<file path="src/rtl/mem_bus_pkg.sv">
// Shared encodings for the RAM bus arbiter: FSM states, bus owners and
// memory command codes.
package mem_bus_pkg;

    typedef enum logic [1:0] {
        ST_IDLE     = 2'd0,
        ST_ISSUE    = 2'd1,
        ST_COMPLETE = 2'd2
    } state_e;

    typedef enum logic {
        OWN_CPU = 1'b0,
        OWN_DBG = 1'b1
    } owner_e;

    typedef enum logic [1:0] {
        MNONE  = 2'd0,
        MREAD  = 2'd1,
        MWRITE = 2'd2
    } mem_cmd_e;

endpackage

</file>
<file path="src/rtl/mem_bus_arbiter_rr2.sv">
// Two-way round-robin picker: requester a is the CPU, b is the debug port.
// force_b gives b strict priority when both are requesting.
module arb_rr2
    import mem_bus_pkg::*;
(
    input  logic   req_a,
    input  logic   req_b,
    input  owner_e last,
    input  logic   force_b,
    output owner_e grant
);

    always_comb begin
        grant = OWN_CPU;
        if (req_a && req_b) begin
            if (force_b || last == OWN_CPU) begin
                grant = OWN_DBG;
            end
        end else if (req_b) begin
            grant = OWN_DBG;
        end
    end

endmodule

</file>
<file path="src/rtl/mem_bus_arbiter.sv">
// Shares one synchronous-read RAM between the CPU and the debug/loader port
// using a three-state IDLE/ISSUE/COMPLETE sequence per access.
module mem_bus_arbiter
    import mem_bus_pkg::*;
#(
    parameter int ADDR_W = 8,
    parameter int DATA_W = 16,
    parameter int CNT_W  = 16
) (
    input  logic              clk,
    input  logic              reset,
    input  logic              cpu_req,
    input  logic              cpu_write,
    input  logic [ADDR_W-1:0] cpu_addr,
    input  logic [DATA_W-1:0] cpu_wdata,
    output logic              cpu_ack,
    output logic [DATA_W-1:0] cpu_rdata,
    input  logic              cpu_halt,
    input  logic              dbg_req,
    input  logic              dbg_write,
    input  logic [ADDR_W-1:0] dbg_addr,
    input  logic [DATA_W-1:0] dbg_wdata,
    output logic              dbg_ack,
    output logic [DATA_W-1:0] dbg_rdata,
    output logic [ADDR_W-1:0] mem_addr,
    output logic              mem_write,
    output logic [DATA_W-1:0] mem_din,
    input  logic [DATA_W-1:0] mem_dout,
    output logic              grant_dbg,
    output logic [CNT_W-1:0]  cpu_stall_cnt
);

    state_e            state_q;
    owner_e            owner_q, last_q, pick;
    mem_cmd_e          cmd_q;
    logic              cpu_ack_q, dbg_ack_q, mem_write_q, grant_dbg_q;
    logic [ADDR_W-1:0] mem_addr_q;
    logic [DATA_W-1:0] mem_din_q;
    logic [DATA_W-1:0] cpu_rdata_q, cpu_rdata_d, dbg_rdata_q, dbg_rdata_d;
    logic [CNT_W-1:0]  stall_q, stall_d;
    logic              stall_hit, cap_cpu, cap_dbg;

    arb_rr2 u_pick (
        .req_a   (cpu_req),
        .req_b   (dbg_req),
        .last    (last_q),
        .force_b (cpu_halt),
        .grant   (pick)
    );

    // RAM data is only valid during COMPLETE, so the ack-cycle value bypasses
    // the holding register and is captured into it at the end of the cycle.
    assign cap_cpu     = (state_q == ST_COMPLETE) && (cmd_q == MREAD) && (owner_q == OWN_CPU);
    assign cap_dbg     = (state_q == ST_COMPLETE) && (cmd_q == MREAD) && (owner_q == OWN_DBG);
    assign cpu_rdata_d = cap_cpu ? mem_dout : cpu_rdata_q;
    assign dbg_rdata_d = cap_dbg ? mem_dout : dbg_rdata_q;

    always_comb begin
        stall_hit = (state_q == ST_IDLE) ? (dbg_req && pick == OWN_DBG)
                                         : (owner_q == OWN_DBG);
        stall_d = stall_q;
        if (cpu_req && stall_hit && stall_q != '1) begin
            stall_d = stall_q + CNT_W'(1);
        end
    end

    always_ff @(posedge clk or posedge reset) begin
        if (reset) begin
            state_q     <= ST_IDLE;
            owner_q     <= OWN_CPU;
            last_q      <= OWN_DBG;
            cmd_q       <= MNONE;
            cpu_ack_q   <= 1'b0;
            dbg_ack_q   <= 1'b0;
            mem_write_q <= 1'b0;
            grant_dbg_q <= 1'b0;
            mem_addr_q  <= '0;
            mem_din_q   <= '0;
            cpu_rdata_q <= '0;
            dbg_rdata_q <= '0;
            stall_q     <= '0;
        end else begin
            cpu_ack_q   <= 1'b0;
            dbg_ack_q   <= 1'b0;
            mem_write_q <= 1'b0;
            cpu_rdata_q <= cpu_rdata_d;
            dbg_rdata_q <= dbg_rdata_d;
            stall_q     <= stall_d;
            case (state_q)
                ST_IDLE: begin
                    if (cpu_req || dbg_req) begin
                        state_q     <= ST_ISSUE;
                        owner_q     <= pick;
                        last_q      <= pick;
                        grant_dbg_q <= (pick == OWN_DBG);
                        if (pick == OWN_DBG) begin
                            mem_addr_q  <= dbg_addr;
                            mem_din_q   <= dbg_wdata;
                            mem_write_q <= dbg_write;
                            cmd_q       <= dbg_write ? MWRITE : MREAD;
                        end else begin
                            mem_addr_q  <= cpu_addr;
                            mem_din_q   <= cpu_wdata;
                            mem_write_q <= cpu_write;
                            cmd_q       <= cpu_write ? MWRITE : MREAD;
                        end
                    end
                end
                ST_ISSUE: begin
                    state_q   <= ST_COMPLETE;
                    cpu_ack_q <= (owner_q == OWN_CPU);
                    dbg_ack_q <= (owner_q == OWN_DBG);
                end
                ST_COMPLETE: begin
                    state_q     <= ST_IDLE;
                    grant_dbg_q <= 1'b0;
                end
                default: begin
                    state_q     <= ST_IDLE;
                    grant_dbg_q <= 1'b0;
                end
            endcase
        end
    end

    assign cpu_ack       = cpu_ack_q;
    assign dbg_ack       = dbg_ack_q;
    assign cpu_rdata     = cpu_rdata_d;
    assign dbg_rdata     = dbg_rdata_d;
    assign mem_addr      = mem_addr_q;
    assign mem_write     = mem_write_q;
    assign mem_din       = mem_din_q;
    assign grant_dbg     = grant_dbg_q;
    assign cpu_stall_cnt = stall_q;

endmodule

</file>
<file path="config.mk">
export PLATFORM = sky130hd
export DESIGN_NAME = mem_bus_arbiter
export DESIGN_NICKNAME = d
export VERILOG_FILES = /design/src/rtl/mem_bus_pkg.sv /design/src/rtl/mem_bus_arbiter_rr2.sv /design/src/rtl/mem_bus_arbiter.sv
export SDC_FILE = /design/constraint.sdc
export NUM_CORES = 1
export LEC_CHECK = 0
export BUFFER_PORTS_ARGS = -buffer_cell sky130_fd_sc_hd__buf_4
export CAP_MARGIN = 10
export CORE_ASPECT_RATIO = 0.6
export CORE_MARGIN = 2
export CORE_UTILIZATION = 48
export DETAILED_ROUTE_END_ITERATION = 16
export GPL_TIMING_DRIVEN = 0
export HOLD_SLACK_MARGIN = 0.12
export PLACE_DENSITY_LB_ADDON = 0.15
export REMOVE_ABC_BUFFERS = 1
export SYNTH_ARGS = -nofsm -noshare
export SYNTH_HDL_FRONTEND = slang
export SYNTH_SLANG_ARGS = --single-unit
</file>
<file path="constraint.sdc">
create_clock -name clk -period 2.7 [get_ports clk]
set_input_delay 0.27 -clock clk [delete_from_list [all_inputs] [get_ports clk]]
set_output_delay 0.27 -clock clk [all_outputs]
set_load 0.01 [all_outputs]
</file>
==> impl_metrics.env <==
export IMPL_synthArstFlopShare_pct=100
export IMPL_crit_start="state_q[0]"
export IMPL_utilization_pct=71.0
export IMPL_fillers=560
export IMPL_whs_ps=183
export IMPL_synth_area_um2=3680
export IMPL_die_x_um=117
export IMPL_hold_path_class="primary input to register"
export IMPL_rsz0062_at_grt="false"
export IMPL_multi_input_area_um2=1550
export IMPL_cts_tree="yes"
export IMPL_place_area_um2=4910
export IMPL_place_ws_ps=574
export IMPL_grt_usage_pct=21.4
export IMPL_postRouteAntennaNets=0
export IMPL_yosys_top_cells_count="81 x dfrtp_1, 30 x nand2_1, 25 x mux2i_1"
export IMPL_power_mw=5.58
export IMPL_route_detailed_drc=0
export IMPL_insertion_delay_ps=340
export IMPL_pwr_share_clk_pct=22.1
export IMPL_timing_rr_start="last_q"
export IMPL_drive_above_1_share_pct=49.9
export IMPL_pin_count=147
export IMPL_cts_sinks=82
export IMPL_endpoint_kind="primary output"
export IMPL_yosysUniqueCellTypes=45
export IMPL_synth_top_area_share_pct=55.1
export IMPL_p_int_mw=3.75
export IMPL_yosysWarnings=0
export IMPL_grt_pass1_wl_um=13600
export IMPL_die_area_um2=8410
export IMPL_via_per_inst=5.07
export IMPL_io_buffers=146
export IMPL_worst_ep_arrival_time_ps=2190
export IMPL_report_final_slew_viol_count=0
export IMPL_fp_dieH_um=71.8
export IMPL_switching_share_pct=32.8
export IMPL_cts_resized=0
export IMPL_gp_congestion=0.793
export IMPL_setup_viol=0
export IMPL_seqPwrFrac_pct=37.0
export IMPL_p_leak_nw=2.55
export IMPL_ys_seq_elements=82
export IMPL_core_um2=7360
export IMPL_num_rows=24
export IMPL_cp_start_kind="register"
export IMPL_syn_area_per_cell_um2=12.9
export IMPL_dp_hpwl_um=6290
export IMPL_stdcell_area_um2=5220
export IMPL_worstMarginPinSlew_ps=792
export IMPL_initial_utilization_pct=50.0
export IMPL_drt_pass1_iterations=4
export IMPL_critPathKind="register to primary output"
export IMPL_period_needed_ps=2460
export IMPL_grt_ovfl_total=0
export IMPL_cts_path_max_buffers=2
export IMPL_synth_ff_type="dfrtp_1"
export IMPL_antenna_found_initial=0
export IMPL_status="completed"
export IMPL_syn_inst=285
export IMPL_num_vias=2744
export IMPL_cts_clk_slew_worst_paths_ps=60
export IMPL_wl_per_cell_um=15.6
export IMPL_p_per_area_nw_per_um2=1070
export IMPL_synth_seq_area_share_pct=55.8
export IMPL_power_switching_mw=1.83
export IMPL_crit_required_ps=2430
export IMPL_relSlewSlack_pct=47.0
export IMPL_diodes=0
export IMPL_path_max_fanout=16
export IMPL_grt_max_degree=47
export IMPL_max_freq_mhz=407
export IMPL_yosysMostFrequentCell="dfrtp_1"
export IMPL_wirelength_um=8420
export IMPL_maxCapViolCount=0
export IMPL_grt_pass1_vias=2752
export IMPL_timing_final_crit_share_pct=91.0
export IMPL_drt_iter0_markers=175
export IMPL_root_buffer="clkbuf_16"
export IMPL_vdd_drop_max_mv=0.608
export IMPL_ys_top_cells_by_area="dfrtp_1 55%, mux2_2 7.3%, mux2i_1 6.8%"
export IMPL_htree_levels=3
export IMPL_final_seq_area_um2=2050
export IMPL_cts_buffers=9
export IMPL_clock_skew_ps=2.63
export IMPL_yosys_area_top_type="dfrtp_1"
export IMPL_combPwrFrac_pct=40.9
export IMPL_fin_nets=504
export IMPL_hold_viol_final=0
export IMPL_area_growth_syn_to_layout_pct=41.9
export IMPL_hold_path_startpoint="mem_dout[7]"
export IMPL_synth_edff_count=0
export IMPL_fin_ws_ps=242
[stage by stage]
stage / cells / TNS [ps]
final: 541 / 0
after global placement: 521 / -68420
after CTS: 541 / 0
after detailed placement: 524 / 0
after floorplan: 271 / 0
after global routing: 541 / 0
[final timing paths]
| path | end | slack [ps] | cells after the start |
|---|---|---|---|
| worst min register to register | mem_addr[5] | 480 | 2 |
| min in group asynchronous | cpu_rdata_q[15] | 540 | 3 |
| worst max register to register | cmd_q[0] | 680 | 4 |
| worst min-delay path | cpu_rdata_q[7] | 180 | 2 |
| max in group asynchronous | last_q | 1520 | 4 |
| worst max-delay path | dbg_rdata[6] | 240 | 4 |
[placed cells by master, fill, tap and decap left out, types with 2 or more instances in the layout]
cell type  count
a32o_1         2
clkinv_2       3
nor2_1         4
clkbuf_8       2
nand4_1        6
xor2_1         9
and2_1         3
buf_16         2
a211oi_1       4
a2111oi_2      2
mux2i_1       25
o21ai_0       24
nand2_1       30
clkbuf_16      9
o211ai_1       2
nor2b_1        2
xnor2_1        5
and4_1         2
inv_1          2
buf_4        146
nand3_1        8
mux2_2        24
dfrtp_1       81
mux2_4        11
nand2_2        2
a2111oi_4      2
[cell families after synthesis]
kind of cell / after synthesis / share of synthesized area [%]
xor gates and xnor gates: 14 / 3.33
muxes: 60 / 18.6
buffers and inverters: 17 / 2.62
AOI/OAI and AO/OA: 43 / 9.08
and+or+nand+nor: 68 / 10.2
DFF: 82 / 55.8
adders and majority gates: 1 / 0.340
[sequential cells by signal (all words and copies together) (netlist names)]
name,flops
cpu_rdata_q,16
dbg_rdata_q,16
grant_dbg,1
mem_write,1
state_q,2
last_q,1
cpu_stall_cnt,16
mem_addr,8
mem_din,16
cpu_ack,1
dbg_ack,1
cmd_q,2
owner_q,1
[final cells by class]
cell class	instances	area share (%)
flip-flops and latches	82	39.3
multi-input cells	186	29.6
repair buffers	150	22.5
clock buffers	11	4.84
well taps	104	2.49
clock inverters	5	1.01
inverters	3	0.263
[worst max-delay path: stages, from the launching register on]
cell and delay, ps:
dfrtp_1 470, and4bb_2 270, nand2_1 520, mux2_2 430
buf_4 150
[timing repair]
action | 4_1_cts | 5_1_grt
buffers inserted | 0 | 0
endpoints found under the hold margin | 36 | 0
hold buffers | 1 | 0
[power by group through the flow]
stage	Sequential, mW	Clock [mW]	Combinational, mW
floorplan	2.13	0	1.06
global placement	2.04	0	2.20
detailed placement	2.08	0	2.32
CTS	2.06	1.27	2.32
global route	2.13	1.32	2.49
finish	2.06	1.23	2.28
[metal layers]
metal,vias to the layer above,wire length (µm),global-route usage (%)
li1,1320,-,-
met1,1324,3790,28.6
met2,94,3960,32.8
met3,6,598,9.48
met4,0,68,4.71
met5,-,0,0
Power figures use the tool's default switching activity.
